<file path="src/rtl/nr_pkg.sv">
`default_nettype none
// ============================================================================
//  Module      : nr_pkg
//  Description : Shared constants and types for the Newton-Raphson reciprocal:
//                datapath width, 16-entry seed table and FSM state encoding.
//  Revision    : 1.0 - initial release
// ============================================================================
package nr_pkg;

   localparam int c_W      = 24;
   localparam int c_SEED_N = 16;

   // seed[i] = round(2^24 * 16 / (17 + i)): reciprocal of the upper end of
   // the i-th 1/16 mantissa interval, so the seed always under-estimates.
   // Index 15 is listed first (leftmost element of the packed array).
   localparam logic [c_SEED_N-1:0][c_W-1:0] c_SEED_TABLE = {
      24'h800000,   // 15
      24'h842108,   // 14
      24'h888889,   // 13
      24'h8D3DCB,   // 12
      24'h924925,   // 11
      24'h97B426,   // 10
      24'h9D89D9,   //  9
      24'hA3D70A,   //  8
      24'hAAAAAB,   //  7
      24'hB21643,   //  6
      24'hBA2E8C,   //  5
      24'hC30C31,   //  4
      24'hCCCCCD,   //  3
      24'hD79436,   //  2
      24'hE38E39,   //  1
      24'hF0F0F1    //  0
   };

   typedef enum logic [2:0] {
      IDLE = 3'd0,
      SEED = 3'd1,
      MULP = 3'd2,
      MULR = 3'd3,
      DONE = 3'd4
   } nr_state_t;

endpackage
`default_nettype wire

</file>
<file path="src/rtl/nr_seed_rom.sv">
`default_nettype none
// ============================================================================
//  Module      : nr_seed_rom
//  Description : Combinational 16 x 24-bit seed lookup, indexed by the four
//                mantissa bits just below the leading one.
//  Revision    : 1.0 - initial release
// ============================================================================
module nr_seed_rom
   import nr_pkg::*;
(
   input  logic [3:0]     i_idx,
   output logic [c_W-1:0] o_seed
);

   // plain table lookup
   always_comb begin
      o_seed = c_SEED_TABLE[i_idx];
   end

endmodule
`default_nettype wire

</file>
<file path="src/rtl/nr_recip.sv">
`default_nettype none
// ============================================================================
//  Module      : nr_recip
//  Description : Iterative Newton-Raphson reciprocal of a normalized Q1.23
//                mantissa, result in Q0.24. One 24x25 multiplier is shared
//                between the d*r (MULP) and r*(2-d*r) (MULR) steps.
//  Revision    : 1.0 - initial release
// ============================================================================
module nr_recip
   import nr_pkg::*;
#(
   parameter int ITER = 3,
   parameter int W    = 24
)(
   input  logic         clk,
   input  logic         rst,
   input  logic         in_valid,
   output logic         in_ready,
   input  logic [W-1:0] in_d,
   output logic         out_valid,
   input  logic         out_ready,
   output logic [W-1:0] out_r,
   output logic         out_err
);

   localparam int                 c_CNT_W     = 3;
   localparam logic [c_CNT_W-1:0] c_LAST_ITER = c_CNT_W'(ITER - 1);
   localparam logic [c_CNT_W-1:0] c_CNT_ONE   = c_CNT_W'(1);
   localparam logic [W-1:0]       c_SAT       = {W{1'b1}};
   localparam logic [W:0]         c_T_ZERO    = '0;

   nr_state_t          r_state;
   nr_state_t          w_state_nxt;

   logic [W-1:0]       r_d;
   logic [W-1:0]       r_r;
   logic [W:0]         r_t;
   logic               r_err;
   logic [c_CNT_W-1:0] r_iter;

   logic               r_out_valid;
   logic [W-1:0]       r_out_r;
   logic               r_out_err;

   logic               w_accept;
   logic [W-1:0]       w_seed;
   logic [W-1:0]       w_mul_a;
   logic [W:0]         w_mul_b;
   logic [2*W:0]       w_prod;
   logic               w_unused_prod_lsb;

   nr_seed_rom u_seed_rom (
      .i_idx  (r_d[W-2:W-5]),
      .o_seed (w_seed)
   );

   // Shared multiplier: d*r in MULP (Q1.47 in 48 bits), r*t in MULR (Q1.48)
   assign w_mul_a = (r_state == MULR) ? r_r : r_d;
   assign w_mul_b = (r_state == MULR) ? r_t : {1'b0, r_r};
   assign w_prod  = {{(W+1){1'b0}}, w_mul_a} * {{W{1'b0}}, w_mul_b};

   // Low product bits fall below the Q1.24 truncation point
   assign w_unused_prod_lsb = ^w_prod[W-2:0];

   assign w_accept  = in_valid & in_ready;
   assign out_valid = r_out_valid;
   assign out_r     = r_out_r;
   assign out_err   = r_out_err;

   // FSM state register; reset abandons any computation in flight
   always_ff @(posedge clk) begin
      if (rst) begin
         r_state <= IDLE;
      end else begin
         r_state <= w_state_nxt;
      end
   end

   // Next-state and handshake decode
   always_comb begin
      w_state_nxt = r_state;
      in_ready    = 1'b0;
      case (r_state)
         IDLE: begin
            in_ready = ~rst;
            if (in_valid && !rst) begin
               w_state_nxt = SEED;
            end
         end
         SEED:    w_state_nxt = MULP;
         MULP:    w_state_nxt = MULR;
         MULR:    w_state_nxt = (r_iter == c_LAST_ITER) ? DONE : MULP;
         DONE: begin
            // leave only once the registered result has been taken
            if (r_out_valid && out_ready) begin
               w_state_nxt = IDLE;
            end
         end
         default: w_state_nxt = IDLE;
      endcase
   end

   // Operand capture and Newton-Raphson iteration registers
   always_ff @(posedge clk) begin
      if (rst) begin
         r_d    <= '0;
         r_r    <= '0;
         r_t    <= '0;
         r_err  <= 1'b0;
         r_iter <= '0;
      end else begin
         case (r_state)
            IDLE: begin
               if (w_accept) begin
                  r_d   <= in_d;
                  r_err <= ~in_d[W-1];
               end
            end
            SEED: begin
               r_r    <= w_seed;
               r_iter <= '0;
            end
            MULP: begin
               // t = 2 - d*r, with d*r truncated to Q1.24 (mod 2^25)
               r_t <= c_T_ZERO - w_prod[2*W-1:W-1];
            end
            MULR: begin
               r_r    <= w_prod[2*W] ? c_SAT : w_prod[2*W-1:W];
               r_iter <= r_iter + c_CNT_ONE;
            end
            default: ;
         endcase
      end
   end

   // Output register: first DONE cycle loads the result, valid holds until taken
   always_ff @(posedge clk) begin
      if (rst) begin
         r_out_valid <= 1'b0;
         r_out_r     <= '0;
         r_out_err   <= 1'b0;
      end else if (r_state == DONE) begin
         if (!r_out_valid) begin
            r_out_valid <= 1'b1;
            r_out_r     <= r_err ? c_SAT : r_r;
            r_out_err   <= r_err;
         end else if (out_ready) begin
            r_out_valid <= 1'b0;
         end
      end
   end

endmodule
`default_nettype wire

</file>
<file path="config.mk">
export PLATFORM = sky130hd
export DESIGN_NAME = nr_recip
export DESIGN_NICKNAME = d
export VERILOG_FILES = /design/src/rtl/nr_pkg.sv /design/src/rtl/nr_seed_rom.sv /design/src/rtl/nr_recip.sv
export SDC_FILE = /design/constraint.sdc
export NUM_CORES = 2
export LEC_CHECK = 0
export ABC_AREA = 0
export BUFFER_PORTS_ARGS = -buffer_cell sky130_fd_sc_hd__buf_2
export CORE_MARGIN = 2
export CORE_UTILIZATION = 52
export DETAILED_ROUTE_END_ITERATION = 6
export PLACE_DENSITY = 0.7
export SKIP_CTS_REPAIR_TIMING = 1
export SLEW_MARGIN = 40
export SYNTH_ARGS = -nofsm -noshare
export SYNTH_HDL_FRONTEND = slang
export SYNTH_SLANG_ARGS = --single-unit
</file>
<file path="constraint.sdc">
create_clock -name clk -period 10 [get_ports clk]
set_clock_uncertainty 0.2 [all_clocks]
set_input_delay 1 -clock clk [delete_from_list [all_inputs] [get_ports clk]]
set_output_delay 1 -clock clk [all_outputs]
set_load 0.05 [all_outputs]
</file>
**Word level (Yosys, flattened, before mapping)**

Memories as Yosys holds them, arrays and structs flattened. A register that Yosys moved wholly into a read port is not among the register bits.
Cells that the tools add are included.
Widths: inputs -> output; s select.

- Add/subtract/negate cells: 2
- Multipliers: 1
- Divide/modulo/power cells: 0
- Order comparisons: 1
- Equal/unequal tests: 7
- Shifts and indexed selects: 0
- Muxes and demuxes: 16
- Bitwise logic cells: 4
- Reduce and logical (&&, ||, !) cells: 8

Operators by type and width:

| cell | number |
|---|---|
| $mux 24 | 4 |
| $mul 24x25->49 | 1 |
| $pmux 24 s2 | 1 |
| $mux 25 | 1 |
| $sub 1x25->25 const A | 1 |
| $pmux 3 s5 | 1 |
| $eq 3x2->1 const B | 3 |
| $mux 3 | 3 |
| $mux 4 | 2 |
| $pmux 3 s2 | 1 |
| $reduce_and 2->1 | 3 |
| $lt 4x5->1 const B | 1 |
| $ne 2x2->1 const B | 2 |
| $add 3x1->3 const B | 1 |
| $eq 3x1->1 const B | 1 |
| $eq 3x3->1 const B | 1 |
| $logic_not 3->1 | 1 |
| $mux 1 | 3 |
| $not 1->1 | 3 |
| $logic_and 1x1->1 | 2 |
| $reduce_bool 2->1 | 1 |
| $and 1x1->1 | 1 |
| $logic_not 1->1 | 1 |

- Register bits after elaboration: 106
- Bits in latches: 0
- RAM bits: 0
- ROM bits: 384
- Input port bits: 28
- Output and inout port bits: 27
- Memories: 1

Memory list:

| memory | words | bits a word | read ports | clocked after memory_dff | write ports | line | RTL |
|---|---|---|---|---|---|---|---|
| (name not given) | 16 | 24 | 1 | 1 | 0 | nr_seed_rom.sv:17 | `o_seed = c_SEED_TABLE[i_idx];` |

**Longest topological paths before layout**

- Depth after elaboration: 6
- Gate-level depth with buffers: 36

**Hierarchy**

A second synthesis with hierarchy kept.

- Cell total of the unflattened synthesis: 3,104
- Area total of the unflattened synthesis: 25,154.1 um2

By module, submodules not included:

| module | times used | cells each | area each (um2) |
|---|---|---|---|
| nr_recip | 1 | 3,012 | 24,571.1 |
| nr_seed_rom | 1 | 92 | 583.1 |

**Worst setup path after synthesis**

Ideal clock, no wire load.

- Kind: register to register
- Start point: register r_state[2]
- End point: register r_t[18]
- Arrival time: 8,816 ps
- Required time: 9,716 ps
- Setup slack: 900 ps
- Stages on the path, launching flop included: 33
- Path buffers: 6
- Clock period less this slack: 9,100 ps
- Path through: dfxtp_1 clkbuf_1 nand3b_1 buf_1 buf_1 mux2i_1 clkbuf_1 nor2_1 fa_1 inv_1 fa_1 fa_1 inv_1 fa_1 inv_1 fa_1 fa_1 fa_1 inv_1 ha_1 buf_2 a21oi_1 o21ai_0 a31oi_1 a21boi_1 xor2_1 ha_1 o221ai_1 nor4_4 and4_1 buf_4 a21oi_1 o31ai_2

- Word-level cells in the longest chain between the ends: 4
- Elaborated cells between the ends (all ways): 6
- Classes of those cells: add/sub (1); mul (1); eq/ne (2); mux (2)

Ends and longest elaborated chain:

| element | line | RTL |
|---|---|---|
| from (decl) | nr_recip.sv:32 | `nr_state_t r_state;` |
| from (signal assigned) | nr_recip.sv:75 | `r_state <= w_state_nxt;` |
| $eq 3x2->1 | nr_recip.sv:58, nr_recip.sv:59 |  |
| $mux 24 or $mux 25 (tied branches) | nr_recip.sv:58, nr_recip.sv:59 |  |
| $mul 24x25->49 | nr_recip.sv:60 | `assign w_prod = {{(W+1){1'b0}}, w_mul_a} * {{W{1'b0}}, w_mul_b};` |
| $sub 1x25->25 | nr_recip.sv:125 | `r_t <= c_T_ZERO - w_prod[2*W-1:W-1];` |
| to (signal assigned) | nr_recip.sv:125 |  |
| to (decl) | nr_recip.sv:37 | `logic [W:0] r_t;` |

Parallel ways exist; a longest one is shown, timed or not.
A chain may end at the register's enable or synchronous reset.

**Worst setup path in the final report**

- Start point: register r_state[2]
- End point: register r_t[23]

Same word-level chain as after synthesis.

==> impl_metrics.tcl <==
set metrics [dict create \
    finalCriticalPeriod_ns 9.500 \
    max-vdd-ir-drop_mv 0.1574 \
    hp-class "reg -> reg" \
    reg2reg_to "r_t[23]" \
    synth_common_cells "nand2_1 (587), inv_1 (574), fa_1 (503)" \
    worst_ep_required_time_ns 10.14 \
    die_h_um 226.5 \
    synth_edf_count 0 \
    synth_top_cell_by_area "fa_1" \
    synthCells 3128 \
    clk_latency_ns 0.45 \
    grt_pass1_vias 23040 \
    postLayoutCellArea_um2 27820 \
    area_growth_pct 8.110 \
    ys_ff_latch 129 \
    ioPinCount 55 \
    vias 22310 \
    final_nets 3872 \
    min-delay-start "r_t[5]" \
    synth_flop_cell "dfxtp_1" \
    placedInstanceArea_um2 27190 \
    wire_per_inst_um 22.72 \
    cts_sinks 129 \
    detail-route-antenna-nets 0 \
    synth.most_common_cell "nand2_1" \
    avgViaCountPerCell 5.813 \
    hold_viol 0 \
    ys_warn_count 0 \
    max-clock-path-buffers 2 \
    routabilityCongestion 1.004 \
    worst_slack_ns 0.5000 \
    synth_top_area_share_pct 39.13 \
    clk_pin_slew_ns 0.07 \
    dp_slack_ns 0.5389 \
    critPathKind "reg -> reg" \
    avgSynthCellArea_um2 8.227 \
    ys_types 83 \
    grt_use_total_pct 35.65 \
    first_iter_violations 2438 \
    path_common_cell "fa_1" \
    power_density_nw_per_um2 96.31 \
    finalMaxSlewViolations 0 \
    cts_tree "yes" \
    core_um2 48850 \
    synthArstFlopShare_pct 0 \
    ys_seq_area_share_pct 10.04 \
    rows 81 \
    drt_first_pass_iters 5 \
    total_power_mw 2.679 \
    hpwl_um 70470 \
    antenna_found_initial 0 \
    slowest_stage "fa_1" \
    grt_pass1_wl_um 135600 \
    routed_wl_um 87190 \
    max-cap-violations 0 \
    setup_violations 0 \
    drive_gt1_share_pct 8.415 \
    cts_made_buffers 17 \
    synth.area.top_cells "fa_1 (39%), dfxtp_1 (10%), ha_1 (8.8%)" \
    rsz0062_at_grt "false" \
    rr_worst_depth 27 \
    synthesis.nets 3840 \
    initial_core_util_pct 52.68 \
    slowest_delay_ns 0.58 \
    port_buffers 54 \
    htree_levels 4 \
    drc 0 \
    fin_setup_tns_ns 0 \
    critPathMaxFanout 84 \
    r2r_start "r_state[2]" \
    worst_ep_arrival_time_ns 9.64 \
    relSlewSlack_pct 41.45 \
    start_kind "flop" \
    netlist_area_um2 25730 \
    worst_setup_path_end_kind "flop" \
    grt_max_degree 85 \
    grt-ovfl-total 0 \
    die_area_um2 51280 \
    fmax_ghz 0.1053 \
    die_x_um 226.5 \
    r2r_slack_ns 0.50 \
    ctsRootBufferMaster "clkbuf_16" \
    status "finished, final reports clean" \
    hold_depth 2 \
    power.leakage_nw 13.35 \
    nFillCells 4537 \
    layout_worst_path_cycle_share_pct 95.00 \
    holdPathEnd "r_t[5]" \
    worstMarginPinSlew_ns 0.8703 \
]
[metrics by stage]
stage	cells	utilization, %	hold slack (ns)
floorplan	3128	-	0.2444
global placement	3802	55.54	0.2564
detailed placement	3804	55.66	0.2754
CTS	3836	56.82	0.2853
global route	3837	56.95	0.3107
finish	3838	56.95	0.2891
[layer usage]
layer | wire [um] | global-route usage [%] | up-vias
li1 | - | - | 9718
met1 | 33090 | 45.14 | 11100
met2 | 39420 | 56.17 | 1183
met3 | 7988 | 6.972 | 309
met4 | 6696 | 22.73 | 0
met5 | 0 | 0 | -
[power breakdown]
| part | total, mW | leakage, nW | internal, mW | switching, mW |
|---|---|---|---|---|
| sequential | 0.629 | 1.06 | 0.564 | 0.0652 |
| clock | 0.609 | 0.269 | 0.329 | 0.279 |
| combinational | 1.44 | 12.0 | 0.495 | 0.947 |
[flip-flops by register name (all words and copies together), names as in the netlist]
signal and count:
out_err 1, out_r 24, out_valid 1, r_d 24, r_err 1, r_iter 3
r_r 24, r_state 3, r_t 25, u_seed_rom.o_seed 23
[worst max-delay path by stage]
stage / slack, ns / startpoint / cells after the start / endpoint
2_1_floorplan: 0.90 / r_state[2] / 32 / r_t[18]
6_report: 0.50 / r_state[2] / 27 / r_t[23]
4_1_cts: 0.48 / r_state[2] / 27 / r_r[7]
5_1_grt: 0.003 / r_state[2] / 29 / r_t[20]
3_5_place_dp: 0.54 / r_state[2] / 27 / r_r[7]
3_3_place_gp: 0.63 / r_state[2] / 29 / r_t[23]
[critical path: cells and delay by family (launching register included)]
kind                     cells  cell delay, ns
adder cells (fa/ha/maj)      8            4.13
AO/OA/AOI/OAI                6            1.88
AND/OR/NAND/NOR              8            1.73
buffers and inverters        5            0.86
flip-flops                   1            0.53
[cell type report]
cell class                 instances  area [um2]  share of cell area, %
clock inverter                    15       141.4                 0.5082
timing repair buffer             171        1229                  4.416
multi-input combinational       2267       20450                  73.52
sequential                       129        2584                  9.287
inverter                         574        2155                  7.744
clock buffer                      17       425.4                  1.529
tap                              664       830.8                  2.986
antenna                            1       2.502               0.008994
[logic make-up (layout without fill, tap and decap cells)]
family	count (synthesis)	after routing	share of synthesized area, %
fa+ha+maj	684	684	47.93
compound gates	315	315	8.528
flops	129	129	10.04
mux	48	48	1.891
xor+xnor	23	23	0.7828
simple gates	1197	1197	20.01
buf+inv	732	777	10.82
other cells	0	1	0
[layout by cell type (no fill, tap or decap), types with 12 or more instances in the layout]
master,Yosys,routed
ha_1,181,181
a21oi_1,71,70
nand3_1,25,25
nand4_1,24,24
nor3_1,24,23
buf_2,5,53
fa_1,503,503
or3_1,14,14
a21o_1,17,17
nor2_1,381,380
and3_1,27,27
o211ai_1,14,14
xnor2_1,17,17
buf_4,2,112
inv_1,574,574
mux2i_1,45,41
o31ai_1,12,12
a211oi_1,40,40
nand3b_1,42,42
clkbuf_16,0,17
and2_1,23,22
nand2_1,587,576
dfxtp_1,129,128
o21ai_0,67,66
Power figures use the tool's default switching activity.
